File: config.mk
export PLATFORM = sky130hd
export DESIGN_NAME = branch_predictor_gshare
export DESIGN_NICKNAME = d
export VERILOG_FILES = /design/src/rtl/branch_predictor_gshare.sv
export SDC_FILE = /design/constraint.sdc
export NUM_CORES = 2
export LEC_CHECK = 0
export CAP_MARGIN = 5
export CORE_MARGIN = 4
export CORE_UTILIZATION = 25
export CTS_BUF_LIST = sky130_fd_sc_hd__clkbuf_8 sky130_fd_sc_hd__clkbuf_16
export CTS_CLUSTER_DIAMETER = 200
export CTS_CLUSTER_SIZE = 8
export DETAILED_ROUTE_END_ITERATION = 10
export GPL_TIMING_DRIVEN = 0
export SYNTH_ARGS = -nofsm -noshare
export SYNTH_HDL_FRONTEND = slang
export SYNTH_SLANG_ARGS = --single-unit
File: constraint.sdc
create_clock -name clk -period 6.1 [get_ports clk]
set_input_delay 1.22 -clock clk [delete_from_list [all_inputs] [get_ports clk]]
set_output_delay 1.22 -clock clk [all_outputs]
set_load 0.02 [all_outputs]
File: src/rtl/branch_predictor_gshare.sv
// Gshare direction predictor for RV64 B-type branches: global history XOR PC indexes a table
// of 2-bit saturating counters; repairs speculative history and redirects on mispredict.
module branch_predictor_gshare #(
   parameter int unsigned XLEN        = 64,
   parameter int unsigned PHT_ENTRIES = 256,
   parameter int unsigned GHR_BITS    = 8,
   parameter int unsigned CNT_W       = 32
) (
   input  logic                clk,
   input  logic                rst,
   input  logic                stall,
   input  logic                if_valid,
   input  logic [XLEN-1:0]     if_pc,
   input  logic [31:0]         if_instr,
   output logic [XLEN-1:0]     next_pc,
   output logic                pred_taken,
   output logic [GHR_BITS-1:0] pred_ghr,
   input  logic                res_valid,
   input  logic [XLEN-1:0]     res_pc,
   input  logic                res_taken,
   input  logic [XLEN-1:0]     res_target,
   input  logic                res_pred_taken,
   input  logic [GHR_BITS-1:0] res_ghr,
   output logic                redirect,
   output logic [XLEN-1:0]     redirect_pc,
   output logic [CNT_W-1:0]    branch_count,
   output logic [CNT_W-1:0]    mispredict_count
);

   localparam int unsigned IDX_W    = $clog2(PHT_ENTRIES);
   localparam logic [6:0]  OpBranch = 7'b1100011;

   logic                is_br;
   logic [XLEN-1:0]     imm;
   logic [IDX_W-1:0]    lookup_idx;
   logic [IDX_W-1:0]    update_idx;
   logic [1:0]          pht_q [PHT_ENTRIES];
   logic [1:0]          upd_cur;
   logic [1:0]          upd_next;
   logic [GHR_BITS-1:0] ghr_q;
   logic [GHR_BITS-1:0] ghr_d;
   logic [CNT_W-1:0]    branch_cnt_q;
   logic [CNT_W-1:0]    mispredict_cnt_q;
   logic                unused_instr_bits;

   // Register/funct3 fields do not affect direction or target.
   assign unused_instr_bits = ^if_instr[24:12];

   // ---------------------------------------------------------------------------------------
   // Lookup (combinational, same cycle as fetch)
   // ---------------------------------------------------------------------------------------
   assign is_br = if_valid & (if_instr[6:0] == OpBranch);
   assign imm   = {{(XLEN-12){if_instr[31]}}, if_instr[7], if_instr[30:25], if_instr[11:8],
                   1'b0};

   assign lookup_idx = if_pc[IDX_W+1:2] ^ IDX_W'(ghr_q);
   assign pred_taken = is_br & pht_q[lookup_idx][1];
   assign next_pc    = pred_taken ? (if_pc + imm) : (if_pc + XLEN'(4));
   assign pred_ghr   = ghr_q;

   // ---------------------------------------------------------------------------------------
   // Resolution and redirect
   // ---------------------------------------------------------------------------------------
   assign redirect    = res_valid & (res_taken ^ res_pred_taken);
   assign redirect_pc = res_taken ? res_target : (res_pc + XLEN'(4));
   assign update_idx  = res_pc[IDX_W+1:2] ^ IDX_W'(res_ghr);

   always_comb begin
      upd_cur  = pht_q[update_idx];
      upd_next = upd_cur;
      if (res_taken) begin
         if (upd_cur != 2'b11) upd_next = upd_cur + 2'b01;
      end else begin
         if (upd_cur != 2'b00) upd_next = upd_cur - 2'b01;
      end
   end

   // Lookup reads the pre-edge table, so a same-cycle update to the same entry is not bypassed.
   always_ff @(posedge clk) begin
      if (rst) begin
         for (int unsigned i = 0; i < PHT_ENTRIES; i++) begin
            pht_q[i] <= 2'b01;
         end
      end else if (res_valid) begin
         pht_q[update_idx] <= upd_next;
      end
   end

   // ---------------------------------------------------------------------------------------
   // Speculative global history
   // ---------------------------------------------------------------------------------------
   // A redirect means the current IF instruction is wrong-path, so its shift is dropped.
   always_comb begin
      ghr_d = ghr_q;
      if (redirect) begin
         ghr_d = {res_ghr[GHR_BITS-2:0], res_taken};
      end else if (is_br && !stall) begin
         ghr_d = {ghr_q[GHR_BITS-2:0], pred_taken};
      end
   end

   always_ff @(posedge clk) begin
      if (rst) begin
         ghr_q <= '0;
      end else begin
         ghr_q <= ghr_d;
      end
   end

   // ---------------------------------------------------------------------------------------
   // Performance counters (wrap naturally)
   // ---------------------------------------------------------------------------------------
   always_ff @(posedge clk) begin
      if (rst) begin
         branch_cnt_q     <= '0;
         mispredict_cnt_q <= '0;
      end else begin
         if (res_valid) branch_cnt_q <= branch_cnt_q + CNT_W'(1);
         if (redirect)  mispredict_cnt_q <= mispredict_cnt_q + CNT_W'(1);
      end
   end

   assign branch_count     = branch_cnt_q;
   assign mispredict_count = mispredict_cnt_q;

endmodule

==> results.txt <==
----------------------------------------------------
[Worst setup path]
  Crit path arrival time ... 6610 ps
  Worst R2R End ... pht_q[71][0]$_SDFFCE_PN1P_
  Crit Reg-Reg Startpoint ... pht_q[199][1]$_SDFFCE_PN0P_
  R2r worst-path depth ... 13
  Worst setup SP type ... input pin
  Internal reg-to-reg setup slack ... around 1900 ps
  Largest fanout of any net on the critical path ... 10
  Nature of the critical path endpoint ... flop
  Worst Path Required ... 6440 ps
  Kind of critical path ... input pin to flop

[Synthesis]
  Number of cells produced by synthesis ... around 3700
  Count of unique library cells instantiated by Yosys ... 78
  Post-Syn Nets ... roughly 4000
  Predominant post-synthesis flop cell ... sky130_fd_sc_hd__edfxtp_1
  Register area share after synthesis ... between 40 and 50%
  Total standard cell area after synthesis ... 39200 µm²
  Syn_area_per_cell ... 10.5 µm²
  Flops & latches, synth ... 584
  Async set or reset register ratio after synthesis ... 0%
  YS warnings ... 0
  Count of flip-flops with a built-in enable after synthesis ... 512

[Route]
  Total routed wirelength ... between 200 and 250 mm
  Vias per cell ... 5.89
  Vias ... 37722
  DR iter-0 viols ... 5795
  Number of nets with antenna violations after detailed routing ... 0
  First-pass DRT Iterations ... 7
  Remaining routing DRC violations ... 0
  Average wire per cell in the routed design ... 34.3 µm

[Timing]
  Max-slew headroom ... -8.87%
  RSZ-0062 raised after global routing ... true
  Max frequency ... 160 MHz
  Final critical delay including setup and external delays ... around 6300 ps
  Setup slack of the critical path after layout ... -167 ps
  Clock tree skew after final layout ... around 66 ps
  Number of max-slew violations in the final report ... 119
  Final hold violations ... 0
  Worst Max-Slew Pin Slew ... 1630 ps
  Final critical-path share of the clock period ... 103%
  Number of setup violations in the final report ... ~100
  Fin Setup TNS ... -7060 ps

[GRT]
  Vias in the first global route ... 35919
  Number of antenna violations at the first check in global routing ... 34
  Residual overflow from global routing ... 0
  Global-route wire length before repair ... 293 mm
  Pin count of the biggest net entering global routing ... 34
  GRT Util Overall ... 25.7%

[Clock tree]
  Maximum level of the CTS H-tree ... 3
  Hold_buf cts ... 0
  Total CTS buffers ... 82
  Number of buffers on the longest clock path ... 3
  Clock transition time at the flip-flop clock pins of the worst setup and hold paths ... 50 ps
  CTS tree ... done
  Root Buffer Master ... sky130_fd_sc_hd__clkbuf_16
  Number of clock sinks ... between 500 and 600
  Clock insertion delay at the later pin of the skew report ... approximately 700 ps

[Hold path]
  WHS Endpoint ... mispredict_count[1]$_SDFFE_PP0P_
  Hold path cells ... 2
  Hold Crit Start ... mispredict_count[1]$_SDFFE_PP0P_
  Class of the most critical hold timing path ... flop to flop

[Layout]
  Area growth from synthesis to layout ... 28.7%
  Final instance count without filler cells ... 6402
  Number of nets at the end of the flow ... 4612
  Fraction of final layout cells sized beyond drive strength 1 ... 21.3%
  Fill cell count ... between 15000 and 20000

[Die]
  Width of the chip ... between 400 and 500 µm
  Row Count ... ~140
  Count of boundary I/O pins ... 441
  Initial cell density of the core ... 25.3%
  Area of the die ... 163000 µm²
  DIE HEIGHT ... 404 µm
  CORE AREA ... 155000 µm²

[Placement]
  Detailed-placement wirelength estimate ... around 160 mm
  Routability Congestion ... approximately 1.1
  # port buffers ... 420
  Placed Cells incl. Taps ... roughly 6200

[Power]
  Power Dens Cells ... 252 nW/µm²
  IR drop worst, VDD ... between 0.2 and 0.25 mV
  Reported leakage power ... between 15 and 20 nW

[Status]
  Violated checks ... max-capacitance violations, max-slew violations, negative setup slack
  Run status ... finished, violations left

[Job]
  Max-capacitance violation count ... 12

----------------------------------------------------
[state kept, by name (all words and copies together) (netlist names)]
register / count
branch_count: 32
mispredict_count: 32
pht_q: 512
pred_ghr: 8
[worst max-delay path, stage by stage]
cell	delay, ps
sky130_fd_sc_hd__dlygate4sd2_1	680
sky130_fd_sc_hd__xnor2_4	310
sky130_fd_sc_hd__clkbuf_2	450
sky130_fd_sc_hd__clkdlybuf4s15_2	560
sky130_fd_sc_hd__nor4_2	790
sky130_fd_sc_hd__buf_4	280
sky130_fd_sc_hd__buf_4	210
sky130_fd_sc_hd__clkbuf_1	1130
sky130_fd_sc_hd__clkbuf_2	770
sky130_fd_sc_hd__nand3_1	140
[cells in the final DEF (no fill, tap or decap), types with 16 or more instances in the layout]
master and n:
sky130_fd_sc_hd__a211oi_1 22, sky130_fd_sc_hd__a21o_1 135, sky130_fd_sc_hd__a21oi_1 94, sky130_fd_sc_hd__a22oi_1 41, sky130_fd_sc_hd__a31oi_1 18, sky130_fd_sc_hd__and2_1 16
sky130_fd_sc_hd__and3_1 40, sky130_fd_sc_hd__buf_12 17, sky130_fd_sc_hd__buf_2 46, sky130_fd_sc_hd__buf_4 68, sky130_fd_sc_hd__buf_6 73, sky130_fd_sc_hd__buf_8 22
sky130_fd_sc_hd__clkbuf_1 167, sky130_fd_sc_hd__clkbuf_16 83, sky130_fd_sc_hd__clkbuf_2 26, sky130_fd_sc_hd__clkdlybuf4s15_2 16, sky130_fd_sc_hd__clkdlybuf4s50_1 336, sky130_fd_sc_hd__dfxtp_1 72
sky130_fd_sc_hd__diode_2 20, sky130_fd_sc_hd__dlygate4sd2_1 17, sky130_fd_sc_hd__edfxtp_1 512, sky130_fd_sc_hd__ha_1 54, sky130_fd_sc_hd__inv_1 60, sky130_fd_sc_hd__mux2i_1 32
sky130_fd_sc_hd__mux4_2 176, sky130_fd_sc_hd__nand2_1 379, sky130_fd_sc_hd__nand2b_1 106, sky130_fd_sc_hd__nand3_1 352, sky130_fd_sc_hd__nand4_1 58, sky130_fd_sc_hd__nor2_1 212
sky130_fd_sc_hd__nor2_2 82, sky130_fd_sc_hd__nor3_1 61, sky130_fd_sc_hd__nor3_2 115, sky130_fd_sc_hd__nor4_2 50, sky130_fd_sc_hd__o21ai_0 132, sky130_fd_sc_hd__o21bai_1 75
sky130_fd_sc_hd__o22ai_1 25, sky130_fd_sc_hd__or3_1 24, sky130_fd_sc_hd__xnor2_1 108, sky130_fd_sc_hd__xor2_1 132
[stage by stage]
stage	area (µm²)	utilization [%]	power (W)	setup WS, ps	hold slack, ps
detailed placement	46500	30.0	0.00805	-2890	487
global placement	45900	29.6	0.00800	-4040	484
finish	50400	32.5	0.0127	-167	493
CTS	49900	32.2	0.0124	0.894	497
global route	50400	32.5	0.0128	-50.4	521
floorplan	39200	-	0.00644	676	561
[worst max path at each step]
stage / start / endpoint / slack, ps / depth (start not counted)
2_1_floorplan: if_pc[2] / next_pc[28] / 680 / 13
3_3_place_gp: if_pc[7] / next_pc[45] / -4040 / 11
3_5_place_dp: if_pc[2] / next_pc[50] / -2890 / 15
4_1_cts: if_pc[5] / next_pc[30] / 0.9 / 15
5_1_grt: if_pc[1] / next_pc[55] / -50 / 16
6_report: res_ghr[2] / pht_q[70][0]$_SDFFCE_PN1P_ / -170 / 10
[area by class of cell]
class,instances,area [µm²],share of cell area (%)
sequential,584,16800,33.4
multi-input combinational,2785,21600,42.8
antenna,20,50.0,0.0993
inverter,32,120,0.238
buffer,321,2100,4.16
tap,2044,2560,5.07
timing repair buffer,500,4910,9.73
clock inverter,33,210,0.417
clock buffer,83,2080,4.12
[metal layers]
layer / wire length (µm) / GRT usage (%) / part of all wire (%)
met3: 29500 / 10.0 / 13
met5: 160 / 0.0292 / 0.073
met4: 19200 / 18.5 / 8.8
met1: 77600 / 30.3 / 35
met2: 92900 / 38.3 / 42
[power breakdown]
part | internal, W | total [W] | switching (W)
Clock | 0.00243 | 0.00431 | 0.00189
Sequential | 0.00443 | 0.00449 | 0.0000655
Combinational | 0.00124 | 0.00389 | 0.00265
Total | 0.00810 | 0.0127 | 0.00460
[synth_stat cells, types with 6 or more instances]
master                      count  share of area, %
sky130_fd_sc_hd__mux2i_1       38              0.97
sky130_fd_sc_hd__a21oi_1      109               1.4
sky130_fd_sc_hd__mux4_2       176                10
sky130_fd_sc_hd__nand4_1       58              0.93
sky130_fd_sc_hd__nor2_2        70               1.1
sky130_fd_sc_hd__inv_1         32              0.31
sky130_fd_sc_hd__edfxtp_1     512                39
sky130_fd_sc_hd__nor3_2       100               2.6
sky130_fd_sc_hd__a22oi_1       42              0.80
sky130_fd_sc_hd__nor2b_1       12              0.19
sky130_fd_sc_hd__or3_1         24              0.38
sky130_fd_sc_hd__mux2_2         7              0.20
sky130_fd_sc_hd__a211oi_1      26              0.50
sky130_fd_sc_hd__and3_1        41              0.65
sky130_fd_sc_hd__clkbuf_1     205               2.0
sky130_fd_sc_hd__o21bai_1      76               1.5
sky130_fd_sc_hd__dfxtp_1       72               3.7
sky130_fd_sc_hd__nand3_1      356               4.5
sky130_fd_sc_hd__a221oi_1       8              0.18
sky130_fd_sc_hd__a311oi_1      10              0.22
sky130_fd_sc_hd__a31oi_1       20              0.32
sky130_fd_sc_hd__and4_1        13              0.29
sky130_fd_sc_hd__nor4_2        47               1.5
sky130_fd_sc_hd__and2_1        17              0.27
sky130_fd_sc_hd__ha_1          66               2.1
sky130_fd_sc_hd__nand2b_1     107               1.7
sky130_fd_sc_hd__a2111oi_0      6              0.13
sky130_fd_sc_hd__nor4_1        12              0.19
sky130_fd_sc_hd__or4_1          6              0.11
sky130_fd_sc_hd__nor2_1       231               2.2
sky130_fd_sc_hd__xnor2_1      115               2.6
sky130_fd_sc_hd__nand2_1      384               3.7
sky130_fd_sc_hd__o22ai_1       25              0.40
sky130_fd_sc_hd__o211ai_1       8              0.15
sky130_fd_sc_hd__buf_2         40              0.51
sky130_fd_sc_hd__nor3_1        76              0.97
sky130_fd_sc_hd__a21o_1       135               2.6
sky130_fd_sc_hd__o21ai_0      151               1.9
sky130_fd_sc_hd__xor2_1       141               3.2
sky130_fd_sc_hd__buf_4         14              0.27
sky130_fd_sc_hd__buf_1         14              0.13
sky130_fd_sc_hd__buf_6         48               1.4
[cells by family (layout without fill, tap and decap cells)]
logic type / Yosys count / count (layout) / synth area share, %
other: 0 / 20 / 0
muxes: 224 / 224 / 11.4
xor gates and xnor gates: 257 / 257 / 5.77
AOI/OAI and AO/OA: 668 / 668 / 11.2
and+or+nand+nor: 1565 / 1565 / 21.5
adders and majority gates: 71 / 71 / 2.27
DFF: 584 / 584 / 42.9
buffers and inverters: 362 / 969 / 4.91
[repair_timing]
item,in CTS,in global routing
endpoints found under the setup margin,783,278
gates resized for setup,474,126
buffers inserted,32,12
pin swaps,27,15
Power figures use the tool's default switching activity.
